$ cat src/rtl/spi_axis_bridge_if.sv
// AXI-Stream pair between the SPI bridge and the Wishbone-master command stage.
// master: bridge side (drives the RX stream, accepts the response stream).
interface spi_axis_bridge_if;
   logic [7:0] o_axis_tdata;
   logic       o_axis_tvalid;
   logic       o_axis_tready;
   logic       o_axis_tlast;
   logic [7:0] i_axis_tdata;
   logic       i_axis_tvalid;
   logic       i_axis_tready;

   modport master (
      output o_axis_tdata, o_axis_tvalid, o_axis_tlast, i_axis_tready,
      input  o_axis_tready, i_axis_tdata, i_axis_tvalid
   );

   modport slave (
      input  o_axis_tdata, o_axis_tvalid, o_axis_tlast, i_axis_tready,
      output o_axis_tready, i_axis_tdata, i_axis_tvalid
   );
endinterface

$ cat src/rtl/spi_axis_bridge.sv
// SPI mode-0 slave oversampled in i_clk: MOSI bytes -> AXIS with FWFT FIFO, response AXIS -> MISO.
// Optional macro SPI_AXIS_FRAME_STATS_EN adds o_frame_count / o_abort_count.
module spi_axis_bridge #(
   parameter int unsigned FIFO_AW     = 4,
   parameter logic [7:0]  FILL_BYTE   = 8'hFF,
   parameter int unsigned SYNC_STAGES = 2
) (
   input  logic i_clk,
   input  logic i_reset,
   input  logic i_spi_sclk,
   input  logic i_spi_cs_n,
   input  logic i_spi_mosi,
   output logic o_spi_miso,
   output logic o_spi_miso_oe,
   spi_axis_bridge_if.master axis,
   output logic o_overrun,
   output logic o_busy
`ifdef SPI_AXIS_FRAME_STATS_EN
   ,
   output logic [15:0] o_frame_count,
   output logic [7:0]  o_abort_count
`endif
);

   localparam int unsigned DEPTH   = 1 << FIFO_AW;
   localparam int unsigned FLUSH   = SYNC_STAGES + 1;
   localparam int unsigned FLUSH_W = $clog2(FLUSH + 1);

   typedef enum logic {ST_IDLE, ST_ACTIVE} state_t;

   state_t state, state_next;

   logic [SYNC_STAGES-1:0] sclk_sync, cs_sync, mosi_sync;
   logic                   sclk_prev, cs_prev;
   logic [FLUSH_W-1:0]     flush_cnt;
   logic                   sclk_s, cs_s, mosi_s, sync_ok;

   logic [2:0] bit_cnt;
   logic [7:0] rx_shift, tx_shift, pend, rx_byte;
   logic       pend_valid;

   logic active, cs_fall, sclk_rise, sclk_fall, byte_done, tx_load;
   logic push_req;
   logic [8:0] push_data;

   logic [8:0]       mem [DEPTH];
   logic [FIFO_AW:0] wr_ptr, rd_ptr;
   logic             empty, full, push, pop;
   logic [8:0]       head;

   // Synchronizers; flush_cnt keeps the reset idle levels from looking like a CS fall.
   always_ff @(posedge i_clk) begin
      if (i_reset) begin
         sclk_sync <= '0;
         cs_sync   <= '1;
         mosi_sync <= '0;
         sclk_prev <= 1'b0;
         cs_prev   <= 1'b1;
         flush_cnt <= '0;
      end else begin
         sclk_sync <= {sclk_sync[SYNC_STAGES-2:0], i_spi_sclk};
         cs_sync   <= {cs_sync[SYNC_STAGES-2:0], i_spi_cs_n};
         mosi_sync <= {mosi_sync[SYNC_STAGES-2:0], i_spi_mosi};
         sclk_prev <= sclk_s;
         cs_prev   <= cs_s;
         if (flush_cnt != FLUSH_W'(FLUSH)) flush_cnt <= flush_cnt + FLUSH_W'(1);
      end
   end

   assign sclk_s  = sclk_sync[SYNC_STAGES-1];
   assign cs_s    = cs_sync[SYNC_STAGES-1];
   assign mosi_s  = mosi_sync[SYNC_STAGES-1];
   assign sync_ok = (flush_cnt == FLUSH_W'(FLUSH));

   assign active    = (state == ST_ACTIVE) && !cs_s;
   assign cs_fall   = (state == ST_IDLE) && sync_ok && cs_prev && !cs_s;
   assign sclk_rise = active && sclk_s && !sclk_prev;
   assign sclk_fall = active && !sclk_s && sclk_prev;
   assign byte_done = sclk_rise && (bit_cnt == 3'd7);
   assign tx_load   = cs_fall || (sclk_fall && (bit_cnt == 3'd0));
   assign rx_byte   = {rx_shift[6:0], mosi_s};

   always_ff @(posedge i_clk) begin
      if (i_reset) state <= ST_IDLE;
      else         state <= state_next;
   end

   // Frame FSM; the pending byte is pushed one byte late so CS rise can mark it tlast.
   always_comb begin
      state_next = state;
      push_req   = 1'b0;
      push_data  = '0;
      case (state)
         ST_IDLE: begin
            if (cs_fall) state_next = ST_ACTIVE;
         end
         ST_ACTIVE: begin
            if (cs_s) begin
               state_next = ST_IDLE;
               push_req   = pend_valid;
               push_data  = {1'b1, pend};
            end else if (byte_done) begin
               push_req  = pend_valid;
               push_data = {1'b0, pend};
            end
         end
         default: state_next = ST_IDLE;
      endcase
   end

   always_ff @(posedge i_clk) begin
      if (i_reset) begin
         bit_cnt    <= '0;
         rx_shift   <= '0;
         tx_shift   <= FILL_BYTE;
         pend       <= '0;
         pend_valid <= 1'b0;
      end else begin
         if (!active) begin
            bit_cnt <= '0;
         end else if (sclk_rise) begin
            bit_cnt  <= bit_cnt + 3'd1;
            rx_shift <= rx_byte;
            if (byte_done) begin
               pend       <= rx_byte;
               pend_valid <= 1'b1;
            end
         end
         if (state == ST_ACTIVE && cs_s) pend_valid <= 1'b0;
         // Responses are taken only at byte boundaries so a late byte is never split.
         if (tx_load)        tx_shift <= axis.i_axis_tvalid ? axis.i_axis_tdata : FILL_BYTE;
         else if (sclk_fall) tx_shift <= {tx_shift[6:0], 1'b0};
      end
   end

   assign axis.i_axis_tready = tx_load && axis.i_axis_tvalid;
   assign o_spi_miso         = tx_shift[7];
   assign o_spi_miso_oe      = (state == ST_ACTIVE);

   // RX FIFO, first-word-fall-through; a pop at full frees the slot for a same-cycle push.
   assign empty = (wr_ptr == rd_ptr);
   assign full  = (wr_ptr[FIFO_AW] != rd_ptr[FIFO_AW]) &&
                  (wr_ptr[FIFO_AW-1:0] == rd_ptr[FIFO_AW-1:0]);
   assign pop   = !empty && axis.o_axis_tready;
   assign push  = push_req && (!full || pop);
   assign head  = mem[rd_ptr[FIFO_AW-1:0]];

   always_ff @(posedge i_clk) begin
      if (push) mem[wr_ptr[FIFO_AW-1:0]] <= push_data;
   end

   always_ff @(posedge i_clk) begin
      if (i_reset) begin
         wr_ptr    <= '0;
         rd_ptr    <= '0;
         o_overrun <= 1'b0;
      end else begin
         if (push) wr_ptr <= wr_ptr + (FIFO_AW+1)'(1);
         if (pop)  rd_ptr <= rd_ptr + (FIFO_AW+1)'(1);
         if (push_req && full && !pop) o_overrun <= 1'b1;
      end
   end

   assign axis.o_axis_tvalid = !empty;
   assign axis.o_axis_tdata  = empty ? 8'h00 : head[7:0];
   assign axis.o_axis_tlast  = !empty && head[8];
   assign o_busy             = (state == ST_ACTIVE) || !empty;

`ifdef SPI_AXIS_FRAME_STATS_EN
   always_ff @(posedge i_clk) begin
      if (i_reset) begin
         o_frame_count <= '0;
         o_abort_count <= '0;
      end else if (state == ST_ACTIVE && cs_s) begin
         if (pend_valid) o_frame_count <= o_frame_count + 16'd1;
         if (bit_cnt != 3'd0 && o_abort_count != 8'hFF) o_abort_count <= o_abort_count + 8'd1;
      end
   end
`endif

endmodule

$ cat src/flat_wrapper.sv
// flat-port wrapper written by rule: the top's interface ports become plain ports
module spi_axis_bridge_flat 
#(
   parameter int unsigned FIFO_AW     = 4,
   parameter logic [7:0]  FILL_BYTE   = 8'hFF,
   parameter int unsigned SYNC_STAGES = 2
)
  (i_clk, i_reset, i_spi_sclk, i_spi_cs_n, i_spi_mosi, o_spi_miso, o_spi_miso_oe, o_overrun, o_busy, axis_o_axis_tdata, axis_o_axis_tvalid, axis_o_axis_tlast, axis_i_axis_tready, axis_o_axis_tready, axis_i_axis_tdata, axis_i_axis_tvalid);
  spi_axis_bridge_if axis_i ();
  input  logic i_clk;
  input  logic i_reset;
  input  logic i_spi_sclk;
  input  logic i_spi_cs_n;
  input  logic i_spi_mosi;
  output logic o_spi_miso;
  output logic o_spi_miso_oe;
  output logic o_overrun;
  output logic o_busy;
  output wire logic [$bits(axis_i.o_axis_tdata)-1:0] axis_o_axis_tdata;
  output wire logic [$bits(axis_i.o_axis_tvalid)-1:0] axis_o_axis_tvalid;
  output wire logic [$bits(axis_i.o_axis_tlast)-1:0] axis_o_axis_tlast;
  output wire logic [$bits(axis_i.i_axis_tready)-1:0] axis_i_axis_tready;
  input wire logic [$bits(axis_i.o_axis_tready)-1:0] axis_o_axis_tready;
  input wire logic [$bits(axis_i.i_axis_tdata)-1:0] axis_i_axis_tdata;
  input wire logic [$bits(axis_i.i_axis_tvalid)-1:0] axis_i_axis_tvalid;
  assign axis_o_axis_tdata = axis_i.o_axis_tdata;
  assign axis_o_axis_tvalid = axis_i.o_axis_tvalid;
  assign axis_o_axis_tlast = axis_i.o_axis_tlast;
  assign axis_i_axis_tready = axis_i.i_axis_tready;
  assign axis_i.o_axis_tready = axis_o_axis_tready;
  assign axis_i.i_axis_tdata = axis_i_axis_tdata;
  assign axis_i.i_axis_tvalid = axis_i_axis_tvalid;
  spi_axis_bridge #(.FIFO_AW(FIFO_AW), .FILL_BYTE(FILL_BYTE), .SYNC_STAGES(SYNC_STAGES)) u_core (.i_clk(i_clk), .i_reset(i_reset), .i_spi_sclk(i_spi_sclk), .i_spi_cs_n(i_spi_cs_n), .i_spi_mosi(i_spi_mosi), .o_spi_miso(o_spi_miso), .o_spi_miso_oe(o_spi_miso_oe), .axis(axis_i), .o_overrun(o_overrun), .o_busy(o_busy));
endmodule
$ cat config.mk
export PLATFORM = sky130hd
export DESIGN_NAME = spi_axis_bridge_flat
export DESIGN_NICKNAME = d
export VERILOG_FILES = /design/src/rtl/spi_axis_bridge_if.sv /design/src/rtl/spi_axis_bridge.sv /design/src/flat_wrapper.sv
export SDC_FILE = /design/constraint.sdc
export NUM_CORES = 1
export LEC_CHECK = 0
export BUFFER_PORTS_ARGS = -buffer_cell sky130_fd_sc_hd__buf_2
export CORE_MARGIN = 1
export CORE_UTILIZATION = 55
export CTS_CLUSTER_DIAMETER = 80
export DETAILED_ROUTE_END_ITERATION = 6
export PLACE_DENSITY_LB_ADDON = 0.05
export SLEW_MARGIN = 5
export SYNTH_ARGS = -nofsm -noshare
export SYNTH_HDL_FRONTEND = slang
export SYNTH_SLANG_ARGS = --single-unit
$ cat constraint.sdc
create_clock -name i_clk -period 2.13 [get_ports i_clk]
set_clock_uncertainty 0.2 [all_clocks]
set_input_delay 0.639 -clock i_clk [delete_from_list [all_inputs] [get_ports i_clk]]
set_output_delay 0.639 -clock i_clk [all_outputs]
set_load 0.02 [all_outputs]
# Word level (Yosys, flattened, before mapping)
# Memories as Yosys holds them, arrays and structs flattened. A register that Yosys moved wholly into a read port is not among the register bits.
# Cells that the tools add are included.
classes:
  shift: 0
  n_eq_ne: 6
  n_addsub: 4
  mux: 17
  n_mul: 0
  n_reduce_logical: 33
  bitwise: 2
  order_cmp: 0
  div_mod_pow: 0
op_table:
  columns: ["cell", "count"]
  rows:
  - ["8-bit 2-to-1 mux", 5]
  - ["1-bit logical AND", 18]
  - ["9-bit 2-to-1 mux", 2]
  - ["5-bit by 1-bit adder with 5-bit output (second input constant)", 2]
  - ["4-bit 2-to-1 mux", 2]
  - ["1-bit 2-to-1 mux", 7]
  - ["1-bit zero test", 6]
  - ["5-bit equality test", 1]
  - ["4-bit equality test", 1]
  - ["2-bit OR reduction", 2]
  - ["3-bit by 1-bit adder with 3-bit output (second input constant)", 1]
  - ["3-bit equality test (second input constant)", 1]
  - ["3-bit zero test", 1]
  - ["1-bit logical OR", 3]
  - ["3-bit AND reduction", 1]
  - ["2-bit by 1-bit adder with 2-bit output (second input constant)", 1]
  - ["2-bit equality test (second input constant)", 1]
  - ["2-bit != test (second input constant)", 1]
  - ["1-bit inverter", 2]
  - ["1-bit case mux with 2 select lines", 1]
  - ["2-bit AND reduction", 1]
  - ["2-bit nonzero test", 1]
  - ["1-bit != test", 1]
word_totals:
  latchBits: 0
  ram_bits: 144
  regBits: 49
  word_cells: 78
  mem_bits_ro: 0
  inputBits: 15
  mem_count: 1
memory_table:
  columns: ["memory", "depth", "word_bits", "read_ports", "rd_clocked_by_memory_dff", "write_ports", "line_no", "rtl"]
  rows:
  - ["u_core.mem", 16, 9, 1, 1, 1, "spi_axis_bridge.sv:46", "logic [8:0] mem [DEPTH];"]

# Longest topological paths before layout
# Gate-level depths: netlist of the first run.
logic_depth:
  ltp_word: 11
  ltp_mapped: 7
  mapped_depth_nobuf: 6

# Least setup slack after synthesis of the first run
# OpenSTA, ideal clock, no wires.
synth_path:
  kind: "reg2out"
  start: "reg with a tool-made name"
  end: "out axis_o_axis_tdata[3]"
  path_stages_with_launch: 7
  arrival_time_ns: 1.643
  path_buffers: 2
  required_time_ns: 1.291
  setup_slack_ns: -0.352
  cell_sequence: "dfxtp_1 -> buf_4 -> buf_4 -> mux4_2 -> mux2i_1 -> or2_2 -> a21oi_1"
synth_rtl:
  columns: ["element", "line_no", "rtl"]
  rows:
  - ["end, declared", "flat_wrapper.sv:19", "output wire logic [$bits(axis_i.o_axis_tdata)-1:0] axis_o_axis_tdata;"]

==> metrics.txt, run 1 <==
# TYPE chip_impl_metric gauge
chip_impl_info{name="min-delay-path-class",value="input port to flip-flop"} 1
chip_impl_metric{name="core.rowCount",unit=""} 43
chip_impl_metric{name="ys_async_sr_fraction",unit="%"} 0
chip_impl_metric{name="globalRouteMet2Util",unit="%"} 43.8
chip_impl_metric{name="total_of_warnings_raised_by_yosys",unit=""} 0
chip_impl_metric{name="layout-area-overhead-vs-synth",unit="%"} 30.4
chip_impl_metric{name="groute.layer.met1.usage",unit="%"} 32.4
chip_impl_metric{name="detail-route-antenna-nets",unit=""} 0
chip_impl_info{name="cpLargestDelayFamily",value="multiplexers"} 1
chip_impl_metric{name="synth.lib_cells_used.distinct",unit=""} 43
chip_impl_metric{name="critical-path-max-stage-delay",unit="ns"} 0.47
chip_impl_metric{name="cts_bufs_inserted",unit=""} 17
chip_impl_metric{name="floorplan.die.height",unit="µm"} 123
chip_impl_metric{name="worst_skew_pair.late_latency",unit="ns"} 0.43
chip_impl_info{name="critical_path_class",value="flip-flop to output pin"} 1
chip_impl_info{name="timing.critical_path.cells",value="buf_8, buf_6, mux4_2, mux2i_1, or2_4, a21oi_4, buf_6"} 1
chip_impl_info{name="cpMaxStageDelayCell",value="mux4_2"} 1
chip_impl_info{name="clock-root-buffer",value="clkbuf_16"} 1
chip_impl_metric{name="setup_total_negative_slack",unit="ns"} -33.10
chip_impl_metric{name="power.static_leakage",unit="nW"} 3.80
chip_impl_info{name="failing_checks",value="negative setup slack"} 1
chip_impl_metric{name="synth-edff-count",unit=""} 144
chip_impl_metric{name="drt_iter0_drc",unit=""} 444
chip_impl_info{name="synth.area.top_cells",value="edfxtp_1 (54%), dfxtp_1 (13%), mux4_2 (7.6%)"} 1
chip_impl_metric{name="die-area",unit="mm²"} 0.0151
chip_impl_metric{name="die_width",unit="µm"} 123
chip_impl_info{name="busiest_layer",value="met2"} 1
chip_impl_metric{name="ctsHoldBuffers",unit=""} 0
chip_impl_metric{name="postRouteWirelength",unit="µm"} 19200
chip_impl_metric{name="multi_input_area",unit="mm²"} 0.00305
chip_impl_info{name="synthDominantAreaCellType",value="edfxtp_1"} 1
chip_impl_metric{name="detailroute.via_count",unit=""} 5061
chip_impl_metric{name="worst_slack",unit="ns"} -0.778
chip_impl_metric{name="final-hold-violation-count",unit=""} 0
chip_impl_metric{name="avgRoutedWirePerCell",unit="µm"} 22.4
chip_impl_metric{name="register_area",unit="mm²"} 0.00540
chip_impl_metric{name="antenna_found_initial",unit=""} 0
chip_impl_metric{name="globalplace.congestion",unit=""} 0.778
chip_impl_info{name="rsz0062_at_grt",value="yes"} 1
chip_impl_metric{name="slew_headroom",unit="%"} 55.6
chip_impl_metric{name="yosysSeqAreaShare",unit="%"} 67.1
chip_impl_metric{name="grt_pass1_vias",unit=""} 4928
chip_impl_metric{name="clock_sink_count",unit=""} 197
chip_impl_metric{name="crit_path_max_fanout",unit=""} 6
chip_impl_info{name="crit_path_end_kind",value="output pin"} 1
chip_impl_info{name="critical_path.most_common_cell",value="buf_6"} 1
chip_impl_info{name="synthFlopType",value="edfxtp_1"} 1
chip_impl_metric{name="gr-usage-met3",unit="%"} 4.93
chip_impl_metric{name="grt-ovfl-total",unit=""} 0
chip_impl_metric{name="ioPinCount",unit=""} 30
chip_impl_metric{name="setup_viol_count_final",unit=""} 161
chip_impl_info{name="worstSetupStartpointType",value="flip-flop"} 1
chip_impl_metric{name="crit_buf_inv",unit=""} 3
chip_impl_info{name="synth_most_common_cell",value="edfxtp_1"} 1
chip_impl_metric{name="syn-num-nets",unit=""} 565
chip_impl_metric{name="grt_start_max_net_pins",unit=""} 30
chip_impl_metric{name="core_area",unit="mm²"} 0.0140
chip_impl_metric{name="non_filler_cells_in_the_finished_layout",unit=""} 858
chip_impl_metric{name="antenna_cells",unit=""} 0
chip_impl_metric{name="firstDrtPassIters",unit=""} 6
chip_impl_metric{name="syn-cell-area",unit="mm²"} 0.00803
chip_impl_metric{name="p_per_area",unit="mW/mm²"} 694
chip_impl_metric{name="clkSlewWorstSetupHoldPaths",unit="ns"} 0.06
chip_impl_metric{name="place.port_buffers",unit=""} 29
chip_impl_metric{name="track_usage",unit="%"} 25.5
chip_impl_metric{name="ratio_of_final_minimum_period_to_clock_period",unit="%"} 137
chip_impl_metric{name="final_net_count",unit=""} 689
chip_impl_metric{name="required_time_of_the_worst_setup_path",unit="ns"} 1.29
chip_impl_metric{name="final-max-slew-violation-count",unit=""} 0
chip_impl_metric{name="average_vias_per_placed_instance",unit=""} 5.90
chip_impl_metric{name="post_detailed_route_drc_marker_count",unit=""} 0
chip_impl_metric{name="floorplan.initialDensity",unit="%"} 57.2
chip_impl_info{name="tritoncts",value="built"} 1
chip_impl_metric{name="htreeDepth",unit=""} 4
chip_impl_metric{name="fmax",unit="MHz"} 344
chip_impl_metric{name="ys_seq_elements",unit=""} 197
chip_impl_metric{name="placed_cells_incl_taps",unit=""} 785
chip_impl_metric{name="period_minus_slack",unit="ns"} 2.91
chip_impl_metric{name="synth_cells",unit=""} 541
chip_impl_metric{name="critical_path_arrival",unit="ns"} 2.07
chip_impl_metric{name="filler_cell_count",unit=""} 874
chip_impl_metric{name="layout-drive-gt1-share",unit="%"} 40.7
chip_impl_metric{name="tightest_slew",unit="ns"} 0.663
chip_impl_metric{name="drv.max_cap_violation_count",unit=""} 0
chip_impl_metric{name="yosys.area.top_type_share",unit="%"} 53.8
chip_impl_info{name="synth.cells.most_frequent",value="edfxtp_1 (144), dfxtp_1 (53), a21oi_1 (39), nand2_1 (36), mux2i_1 (30)"} 1
chip_impl_metric{name="syn_area_per_cell",unit="µm²"} 14.8
chip_impl_metric{name="vdd_ir_drop_max",unit="mV"} 0.487
chip_impl_info{name="outcome",value="finished, violations left"} 1
chip_impl_metric{name="first_pass_grt_wire_length",unit="µm"} 27200
chip_impl_metric{name="hpwlAfterDp",unit="µm"} 11200
chip_impl_metric{name="max-clock-path-buffers",unit=""} 2
## metal layers
metal | vias to the layer above | part of all wire, %
met5 | - | 0
met4 | 0 | 2.3
met1 | 2529 | 40
li1 | 2310 | -
met2 | 188 | 51
met3 | 34 | 6.6
## timing repair
item | 4_1_cts | 5_1_grt
setup endpoints to repair | 284 | 164
gates cloned | 6 | 14
resized for setup | 104 | 52
pin swaps | 27 | 29
setup buffers | 14 | 17
## state kept, by name, indices dropped and copies added, names as in the netlist, named ones only
| name | cells |
|---|---|
| u_core.bit_cnt | 3 |
| u_core.cs_prev | 1 |
| u_core.cs_sync | 2 |
| u_core.flush_cnt | 2 |
| u_core.mem | 144 |
| u_core.mosi_sync | 2 |
| u_core.o_overrun | 1 |
| u_core.o_spi_miso_oe | 1 |
| u_core.pend | 8 |
| u_core.pend_valid | 1 |
| u_core.rd_ptr | 5 |
| u_core.rx_shift | 7 |
| u_core.sclk_prev | 1 |
| u_core.sclk_sync | 2 |
| u_core.tx_shift | 8 |
| u_core.wr_ptr | 5 |
## per-stage QoR
step	setup WS, ns	hold slack [ns]	utilization, %	total power, mW	area (µm²)
after floorplan	-0.243	0.189	-	4.23	8180
after global placement	-0.382	0.219	64.5	4.27	9060
after detailed placement	-0.386	0.220	64.5	4.27	9060
after CTS	-0.825	0.173	72.0	7.32	10100
after global routing	-0.825	0.184	74.6	7.45	10500
final	-0.778	0.189	74.6	7.27	10500
## placed cells by master, fill, tap and decap left out, types with 4 or more instances in the layout
cell type	count
and2_4	14
buf_4	50
ha_1	6
and3b_1	7
nand2_1	36
mux4_2	27
nand3_1	15
mux2i_1	29
edfxtp_1	144
buf_6	37
buf_2	17
a21oi_1	30
or2_4	10
inv_1	4
a21oi_4	12
nor2b_1	15
clkbuf_16	20
nand2b_1	11
clkbuf_1	8
dfxtp_2	5
o31ai_1	7
buf_12	11
dfxtp_1	45
mux2_1	5
nor2_1	22
and3_4	21
a22oi_2	4
## report_power, final
group / internal (mW) / total, mW / switching [mW]
sequential: 4.07 / 4.08 / 0.00938
clock: 1.78 / 3.08 / 1.30
combinational: 0.0521 / 0.108 / 0.0557
## worst paths after layout
path / startpoint / endpoint / slack, ns / cells past startpoint
max: flip-flop / axis_o_axis_tdata[7] / -0.78 / 7
min: i_spi_cs_n / u_core.cs_sync[0]$_SDFF_PP1_ / 0.19 / 2
max reg2reg: u_core.bit_cnt[1]$_SDFFE_PP0N_ / u_core.mem[4][5]$_DFFE_PP_ / -0.32 / 9
min reg2reg: u_core.sclk_sync[0]$_SDFF_PP0_ / u_core.sclk_sync[1]$_SDFF_PP0_ / 0.23 / 1
## worst register-to-register path, cell delays in order, from the launching register on
cell	delay, ns
dfxtp_2	0.35
buf_6	0.10
ha_4	0.14
ha_4	0.13
and4b_2	0.28
o21ai_4	0.12
buf_6	0.15
a21oi_4	0.24
and3_4	0.29
clkbuf_16	0.16
## cell families after synthesis
group | share of synthesized area (%)
AOI/OAI and AO/OA | 5.10
adders and majority gates | 1.40
and+or+nand+nor | 11.0
xor gates and xnor gates | 0.654
muxes | 12.6
buffers and inverters | 2.17
DFF | 67.1
## final cells by class
class | count | share of cell area, %
clock buffers | 29 | 4.98
clock inverters | 3 | 0.418
multi-input cells | 323 | 29.2
repair buffers | 119 | 11.4
well taps | 180 | 2.15
inverters | 7 | 0.323
flip-flops and latches | 197 | 51.6
No activity file was read; power rests on OpenSTA's default activity.
==> run 2, diff against run 1 <==
--- a/config.mk
+++ b/config.mk
@@ -6,6 +6,7 @@
 export NUM_CORES = 1
 export LEC_CHECK = 0
 export BUFFER_PORTS_ARGS = -buffer_cell sky130_fd_sc_hd__buf_2
+export CORE_ASPECT_RATIO = 1.25
 export CORE_MARGIN = 1
 export CORE_UTILIZATION = 55
 export CTS_CLUSTER_DIAMETER = 80
==> metrics.txt, run 2 (synthesis results as in run 1) <==
# TYPE chip_impl_metric gauge
chip_impl_info{name="outcome",value="finished, violations left"} 1
chip_impl_info{name="failing_checks",value="negative setup slack"} 1
chip_impl_metric{name="slew_headroom",unit="%"} 55.9
chip_impl_metric{name="average_vias_per_placed_instance",unit=""} 5.87
chip_impl_metric{name="drt_iter0_drc",unit=""} 468
chip_impl_info{name="crit_path_end_kind",value="output pin"} 1
chip_impl_metric{name="track_usage",unit="%"} 25.7
chip_impl_metric{name="setup_viol_count_final",unit=""} 161
chip_impl_info{name="worstSetupStartpointType",value="flip-flop"} 1
chip_impl_info{name="rsz0062_at_grt",value="yes"} 1
chip_impl_metric{name="vdd_ir_drop_max",unit="mV"} 0.458
chip_impl_metric{name="worst_slack",unit="ns"} -0.737
chip_impl_metric{name="grt-ovfl-total",unit=""} 0
chip_impl_metric{name="grt_start_max_net_pins",unit=""} 34
chip_impl_info{name="busiest_layer",value="met2"} 1
chip_impl_metric{name="die_width",unit="µm"} 110
chip_impl_metric{name="crit_path_max_fanout",unit=""} 7
chip_impl_metric{name="core.rowCount",unit=""} 49
chip_impl_metric{name="fmax",unit="MHz"} 349
chip_impl_metric{name="antenna_found_initial",unit=""} 0
chip_impl_metric{name="p_per_area",unit="mW/mm²"} 696
chip_impl_metric{name="largest_reg_flops",unit=""} 144
chip_impl_metric{name="worst_skew_pair.late_latency",unit="ns"} 0.42
chip_impl_metric{name="worst-r2r-setup-slack",unit="ns"} -0.26
chip_impl_metric{name="filler_cell_count",unit=""} 899
chip_impl_metric{name="ctsHoldBuffers",unit=""} 0
chip_impl_metric{name="crit_buf_inv",unit=""} 3
chip_impl_metric{name="critical_path_arrival",unit="ns"} 2.03
chip_impl_metric{name="setup_total_negative_slack",unit="ns"} -33.11
chip_impl_info{name="min-delay-path-class",value="input port to flip-flop"} 1
chip_impl_metric{name="globalRouteMet2Util",unit="%"} 44.2
chip_impl_metric{name="floorplan.initialDensity",unit="%"} 56.0
chip_impl_metric{name="final_net_count",unit=""} 686
chip_impl_metric{name="firstDrtPassIters",unit=""} 5
chip_impl_metric{name="post_detailed_route_drc_marker_count",unit=""} 0
chip_impl_metric{name="tightest_slew",unit="ns"} 0.660
chip_impl_metric{name="clkSlewWorstSetupHoldPaths",unit="ns"} 0.07
chip_impl_metric{name="detail-route-antenna-nets",unit=""} 0
chip_impl_metric{name="pre_cts_slack",unit="ns"} -0.359
chip_impl_metric{name="worst_r2r_path_depth",unit=""} 11
chip_impl_metric{name="final_util",unit="%"} 73.1
chip_impl_metric{name="place.port_buffers",unit=""} 29
chip_impl_info{name="timing.critical_path.cells",value="buf_12, mux4_2, o2111ai_1, buf_4, a21oi_4, buf_6"} 1
chip_impl_info{name="clock-root-buffer",value="clkbuf_16"} 1
chip_impl_metric{name="critical-path-max-stage-delay",unit="ns"} 0.51
chip_impl_metric{name="grt_pass1_vias",unit=""} 4977
chip_impl_info{name="hold_end",value="u_core.cs_sync[0]$_SDFF_PP1_"} 1
chip_impl_metric{name="ratio_of_final_minimum_period_to_clock_period",unit="%"} 135
chip_impl_metric{name="layout-drive-gt1-share",unit="%"} 41.6
chip_impl_metric{name="postRouteWirelength",unit="µm"} 18300
chip_impl_metric{name="groute.layer.met1.usage",unit="%"} 31.1
chip_impl_metric{name="hold_path_depth",unit=""} 2
chip_impl_metric{name="ioPinCount",unit=""} 30
chip_impl_info{name="layout.cells.most_common",value="edfxtp_1"} 1
chip_impl_info{name="cpMaxStageDelayCell",value="mux4_2"} 1
chip_impl_info{name="cpLargestDelayFamily",value="multiplexers"} 1
chip_impl_info{name="most-common-layout-cells",value="edfxtp_1 (144), buf_4 (50), dfxtp_1 (44)"} 1
chip_impl_info{name="critical_path_class",value="flip-flop to output pin"} 1
chip_impl_metric{name="die-area",unit="mm²"} 0.0151
chip_impl_metric{name="floorplan.die.height",unit="µm"} 137
chip_impl_metric{name="layout-area-overhead-vs-synth",unit="%"} 30.5
chip_impl_metric{name="gr-usage-met3",unit="%"} 5.52
chip_impl_metric{name="stdcell_area",unit="mm²"} 0.0105
chip_impl_metric{name="period_minus_slack",unit="ns"} 2.87
chip_impl_metric{name="power.static_leakage",unit="nW"} 3.80
chip_impl_metric{name="avgRoutedWirePerCell",unit="µm"} 21.5
chip_impl_metric{name="dpl-instance-area",unit="mm²"} 0.00902
chip_impl_metric{name="required_time_of_the_worst_setup_path",unit="ns"} 1.29
chip_impl_info{name="timing.rr.end",value="u_core.mem[13][3]$_DFFE_PP_"} 1
chip_impl_info{name="crit-reg2reg-launch",value="u_core.bit_cnt[0]$_SDFFE_PP0N_"} 1
chip_impl_metric{name="drv.max_cap_violation_count",unit=""} 0
chip_impl_metric{name="hold_ws",unit="ns"} 0.191
chip_impl_metric{name="first_pass_grt_wire_length",unit="µm"} 27300
chip_impl_metric{name="globalplace.congestion",unit=""} 0.734
chip_impl_metric{name="max-clock-path-buffers",unit=""} 2
chip_impl_info{name="tritoncts",value="built"} 1
chip_impl_metric{name="clock_sink_count",unit=""} 197
chip_impl_metric{name="cts_bufs_inserted",unit=""} 17
chip_impl_metric{name="hpwlAfterDp",unit="µm"} 10800
chip_impl_metric{name="detailroute.via_count",unit=""} 5005
chip_impl_metric{name="antenna_cells",unit=""} 0
chip_impl_metric{name="core_area",unit="mm²"} 0.0143
chip_impl_metric{name="htreeDepth",unit=""} 4
chip_impl_info{name="startpoint_of_the_worst_hold_path",value="i_spi_cs_n"} 1
chip_impl_metric{name="final-hold-violation-count",unit=""} 0
chip_impl_metric{name="final-max-slew-violation-count",unit=""} 0
==> run 2: cell count changes in the layout (fill, tap and decap cells not counted), moves of 3 or more <==
cell and change:
inv_6 +4, inv_8 +3, and2_2 +4, and2_4 -5, buf_6 -8, clkbuf_1 -8
clkbuf_8 -3, buf_12 +4
==> run 2: how the worst max path moves through the flow <==
stage	depth (start not counted)	startpoint	end	slack (ns)
floorplan	6	u_core.wr_ptr[2]$_SDFFE_PP0P_	axis_o_axis_tdata[0]	-0.24
global placement	6	flip-flop	axis_o_axis_tdata[5]	-0.35
detailed placement	6	flip-flop	axis_o_axis_tdata[7]	-0.36
CTS	7	flip-flop	axis_o_axis_tlast	-0.75
global route	6	flip-flop	axis_o_axis_tdata[3]	-0.80
finish	6	flip-flop	axis_o_axis_tdata[3]	-0.74
==> run 2: routing by layer <==
metal	vias up	part of all wire [%]	wire, µm
met4	0	2.3	419
li1	2298	-	-
met1	2524	40	7320
met5	-	0	0
met2	151	53	9680
met3	32	4.8	887
==> run 2: power by group <==
part	internal (mW)	switching, mW	leakage (nW)
logic	0.0513	0.0551	1.57
registers	4.07	0.00965	1.95
clock network	1.65	1.46	0.276
total	5.77	1.53	3.80
==> run 2: layout make-up <==
cell class                      count  area, µm²  share of cell area [%]
Clock buffer                       17        425                    4.06
Inverter                            7       31.3                   0.298
Timing Repair Buffer              119       1240                    11.9
Clock inverter                     15        144                    1.37
Sequential cell                   197       5400                    51.6
Tap cell                          178        223                    2.12
Multi-Input combinational cell    320       3010                    28.7
==> run 2: metrics by stage <==
step	power, mW	std cells
final	7.30	853
after global routing	7.50	853
after CTS	7.31	846
after detailed placement	4.27	780
after global placement	4.27	780
after floorplan	4.23	541
==> run 2: worst register-to-register path: stages (launching register included) <==
cell     delay (ns)
dfxtp_2        0.35
buf_6          0.10
ha_4           0.13
ha_4           0.12
and4b_1        0.22
o21ai_2        0.07
buf_4          0.14
a21oi_4        0.14
buf_6          0.14
buf_6          0.10
and3_4         0.25
buf_12         0.14
==> run 2: timing repair <==
item | 4_1_cts | 5_1_grt
cloned | 14 | 5
setup endpoints to repair | 275 | 181
buffers inserted | 22 | 12
pin swaps | 23 | 18
resized for setup | 120 | 30
==> run 3, diff against run 2 <==
--- a/config.mk
+++ b/config.mk
@@ -5,10 +5,11 @@
 export SDC_FILE = /design/constraint.sdc
 export NUM_CORES = 1
 export LEC_CHECK = 0
+export ABC_AREA = 1
 export BUFFER_PORTS_ARGS = -buffer_cell sky130_fd_sc_hd__buf_2
 export CORE_ASPECT_RATIO = 1.25
-export CORE_MARGIN = 1
-export CORE_UTILIZATION = 55
+export CORE_MARGIN = 2
+export CORE_UTILIZATION = 56
 export CTS_CLUSTER_DIAMETER = 80
 export DETAILED_ROUTE_END_ITERATION = 6
 export PLACE_DENSITY_LB_ADDON = 0.05
==> metrics.txt, run 3 <==
# TYPE chip_impl_metric gauge
chip_impl_metric{name="register_area",unit="mm²"} 0.00541
chip_impl_metric{name="antenna_found_initial",unit=""} 0
chip_impl_metric{name="syn-cell-area",unit="mm²"} 0.00840
chip_impl_metric{name="synth.lib_cells_used.distinct",unit=""} 30
chip_impl_metric{name="crit_path_max_fanout",unit=""} 13
chip_impl_metric{name="critical_path_arrival",unit="ns"} 1.88
chip_impl_info{name="crit_path_end_kind",value="output pin"} 1
chip_impl_metric{name="p_per_area",unit="mW/mm²"} 707
chip_impl_info{name="synth.cells.most_frequent",value="nand2_1 (154), edfxtp_1 (144), inv_1 (112), nor2_1 (60), nand3_1 (57)"} 1
chip_impl_metric{name="hold_ws",unit="ns"} 0.192
chip_impl_metric{name="syn-num-nets",unit=""} 844
chip_impl_metric{name="vdd_ir_drop_max",unit="mV"} 0.704
chip_impl_info{name="outcome",value="finished, violations left"} 1
chip_impl_metric{name="multi_input_area",unit="mm²"} 0.00285
chip_impl_metric{name="max-clock-path-buffers",unit=""} 2
chip_impl_metric{name="avgRoutedWirePerCell",unit="µm"} 18.7
chip_impl_metric{name="yosysSeqAreaShare",unit="%"} 64.1
chip_impl_info{name="worstSetupStartpointType",value="flip-flop"} 1
chip_impl_metric{name="firstDrtPassIters",unit=""} 6
chip_impl_metric{name="ctsHoldBuffers",unit=""} 0
chip_impl_info{name="startpoint_of_the_worst_hold_path",value="i_spi_cs_n"} 1
chip_impl_metric{name="die_width",unit="µm"} 114
chip_impl_metric{name="required_time_of_the_worst_setup_path",unit="ns"} 1.29
chip_impl_metric{name="ratio_of_final_minimum_period_to_clock_period",unit="%"} 128
chip_impl_metric{name="clock_sink_count",unit=""} 197
chip_impl_metric{name="detail-route-antenna-nets",unit=""} 0
chip_impl_metric{name="slew_headroom",unit="%"} 64.4
chip_impl_metric{name="yosys.area.top_type_share",unit="%"} 51.5
chip_impl_metric{name="antenna_cells",unit=""} 0
chip_impl_metric{name="floorplan.die.height",unit="µm"} 141
chip_impl_metric{name="final-max-slew-violation-count",unit=""} 0
chip_impl_metric{name="detailroute.via_count",unit=""} 6298
chip_impl_metric{name="worst-r2r-setup-slack",unit="ns"} -0.11
chip_impl_info{name="hold_end",value="u_core.cs_sync[0]$_SDFF_PP1_"} 1
chip_impl_metric{name="dpl-instance-area",unit="mm²"} 0.00937
chip_impl_metric{name="worst_skew_pair.late_latency",unit="ns"} 0.43
chip_impl_metric{name="fmax",unit="MHz"} 367
chip_impl_metric{name="final-hold-violation-count",unit=""} 0
chip_impl_metric{name="drv.max_cap_violation_count",unit=""} 0
chip_impl_metric{name="postRouteWirelength",unit="µm"} 21400
chip_impl_info{name="tritoncts",value="built"} 1
chip_impl_metric{name="syn_area_per_cell",unit="µm²"} 10.2
chip_impl_info{name="synth.area.top_cells",value="edfxtp_1 (51%), dfxtp_1 (13%), nand2_1 (6.9%)"} 1
chip_impl_metric{name="ys_seq_elements",unit=""} 197
chip_impl_metric{name="cts_bufs_inserted",unit=""} 17
chip_impl_metric{name="setup_viol_count_final",unit=""} 103
chip_impl_metric{name="worst_r2r_path_depth",unit=""} 14
chip_impl_metric{name="power.static_leakage",unit="nW"} 4.38
chip_impl_info{name="rsz0062_at_grt",value="yes"} 1
chip_impl_metric{name="globalplace.congestion",unit=""} 0.828
chip_impl_info{name="crit-reg2reg-launch",value="u_core.rd_ptr[0]$_SDFFE_PP0N_"} 1
chip_impl_metric{name="hpwlAfterDp",unit="µm"} 12800
chip_impl_metric{name="floorplan.initialDensity",unit="%"} 56.7
chip_impl_metric{name="place.port_buffers",unit=""} 29
chip_impl_metric{name="grt_pass1_vias",unit=""} 6077
chip_impl_metric{name="core_area",unit="mm²"} 0.0148
chip_impl_info{name="synthDominantAreaCellType",value="edfxtp_1"} 1
chip_impl_metric{name="stdcell_area",unit="mm²"} 0.0112
chip_impl_metric{name="average_vias_per_placed_instance",unit=""} 5.51
chip_impl_info{name="layout.cells.most_common",value="edfxtp_1"} 1
chip_impl_metric{name="tightest_slew",unit="ns"} 0.533
chip_impl_info{name="most-common-layout-cells",value="edfxtp_1 (144), nand2_1 (133), inv_1 (105)"} 1
chip_impl_metric{name="grt_start_max_net_pins",unit=""} 50
chip_impl_info{name="min-delay-path-class",value="input port to flip-flop"} 1
chip_impl_metric{name="core.rowCount",unit=""} 50
chip_impl_metric{name="total_of_warnings_raised_by_yosys",unit=""} 0
chip_impl_metric{name="layout-drive-gt1-share",unit="%"} 30.5
chip_impl_metric{name="synth-edff-count",unit=""} 144
chip_impl_info{name="synthFlopType",value="edfxtp_1"} 1
chip_impl_info{name="clock-root-buffer",value="clkbuf_16"} 1
chip_impl_metric{name="post_detailed_route_drc_marker_count",unit=""} 0
chip_impl_info{name="synth_most_common_cell",value="nand2_1"} 1
chip_impl_metric{name="die-area",unit="mm²"} 0.0160
chip_impl_metric{name="first_pass_grt_wire_length",unit="µm"} 31700
chip_impl_metric{name="filler_cell_count",unit=""} 953
chip_impl_metric{name="htreeDepth",unit=""} 4
chip_impl_metric{name="final_util",unit="%"} 75.5
chip_impl_metric{name="hold_path_depth",unit=""} 2
chip_impl_metric{name="ioPinCount",unit=""} 30
chip_impl_metric{name="track_usage",unit="%"} 26.5
chip_impl_metric{name="grt-ovfl-total",unit=""} 0
chip_impl_info{name="critical_path_class",value="flip-flop to output pin"} 1
chip_impl_metric{name="synth_cells",unit=""} 820
chip_impl_metric{name="worst_slack",unit="ns"} -0.594
chip_impl_metric{name="ys_async_sr_fraction",unit="%"} 0
chip_impl_info{name="failing_checks",value="negative setup slack"} 1
chip_impl_metric{name="clkSlewWorstSetupHoldPaths",unit="ns"} 0.06
chip_impl_info{name="timing.rr.end",value="u_core.mem[6][7]$_DFFE_PP_"} 1
chip_impl_metric{name="period_minus_slack",unit="ns"} 2.72
chip_impl_metric{name="final_net_count",unit=""} 973
chip_impl_metric{name="drt_iter0_drc",unit=""} 421
chip_impl_metric{name="layout-area-overhead-vs-synth",unit="%"} 33.2
chip_impl_metric{name="largest_reg_flops",unit=""} 144
[run 3: cell count changes in the layout (fill, tap and decap cells not counted), moves of 11 or more]
cell,delta
and3_4,-22
buf_12,+11
inv_1,+100
mux2i_1,-27
mux4_2,-27
nand2_1,+97
nand2_2,+21
nand3_1,+38
nor2_1,+13
nor2_4,+21
nor2b_1,-15
nor3_4,+11
o211ai_1,+55
o21ai_0,+38
[run 3: repair_timing]
item	4_1_cts	5_1_grt
pin swaps	27	57
cloned	5	10
setup buffers	24	16
resized for setup	104	76
endpoints found under the setup margin	284	257
[run 3: per-stage QoR]
stage          setup TNS (ns)  setup slack, ns  total power [mW]  std cells
3_3_place_gp           -43.62           -0.389              4.69       1063
2_1_floorplan          -18.08           -0.265              4.53        820
6_report               -11.52           -0.594              7.91       1144
4_1_cts                 -7.74           -0.609              7.81       1121
3_5_place_dp           -65.94           -0.441              4.71       1063
5_1_grt                -18.00           -0.662              8.15       1144
[run 3: worst max path at each step]
stage / from / to / slack (ns) / depth (start not counted)
floorplan: u_core.o_spi_miso_oe$_SDFF_PP0_ / u_core.mem[11][0]$_DFFE_PP_ / -0.27 / 6
global placement: u_core.bit_cnt[0]$_SDFFE_PP0N_ / u_core.mem[7][5]$_DFFE_PP_ / -0.39 / 6
detailed placement: u_core.bit_cnt[0]$_SDFFE_PP0N_ / u_core.mem[7][5]$_DFFE_PP_ / -0.44 / 6
CTS: flip-flop / axis_o_axis_tlast / -0.61 / 7
global route: flip-flop / axis_o_axis_tdata[3] / -0.66 / 9
finish: flip-flop / axis_o_axis_tdata[3] / -0.59 / 7
[run 3: cell type report]
cell class / count / area share [%]
flip-flops and latches: 197 / 48.3
repair buffers: 146 / 14.8
clock buffers: 20 / 3.99
inverters: 122 / 4.23
well taps: 182 / 2.03
multi-input cells: 465 / 25.5
clock inverters: 12 / 1.15
[run 3: report_power, final]
| group | total (mW) | switching, mW | internal (mW) |
|---|---|---|---|
| logic | 0.696 | 0.378 | 0.318 |
| clock network | 3.10 | 1.34 | 1.76 |
| registers | 4.12 | 0.0263 | 4.09 |
[run 3: worst max-delay path, cell delays in order (launching register included)]
cell	delay (ns)
dfxtp_4	0.36
buf_12	0.15
buf_16	0.15
o211ai_1	0.20
nand3_1	0.18
a21oi_2	0.21
nor2_4	0.06
buf_6	0.13
[run 3: per-layer routing]
metal / GRT usage (%) / part of all wire [%] / vias to the layer above
met4: 11.2 / 3.5 / 0
met1: 30.6 / 37 / 3006
met3: 4.73 / 5.1 / 52
li1: - / - / 3036
met2: 48.1 / 54 / 204
met5: 0 / 0 / -
[run 3: logic make-up after synthesis]
kind of cell,count (synthesis),synth area share [%]
flops,197,64.1
buf+inv,160,7.59
xor+xnor,7,0.730
compound gates,145,10.4
fa+ha+maj,9,1.34
simple gates,302,15.8
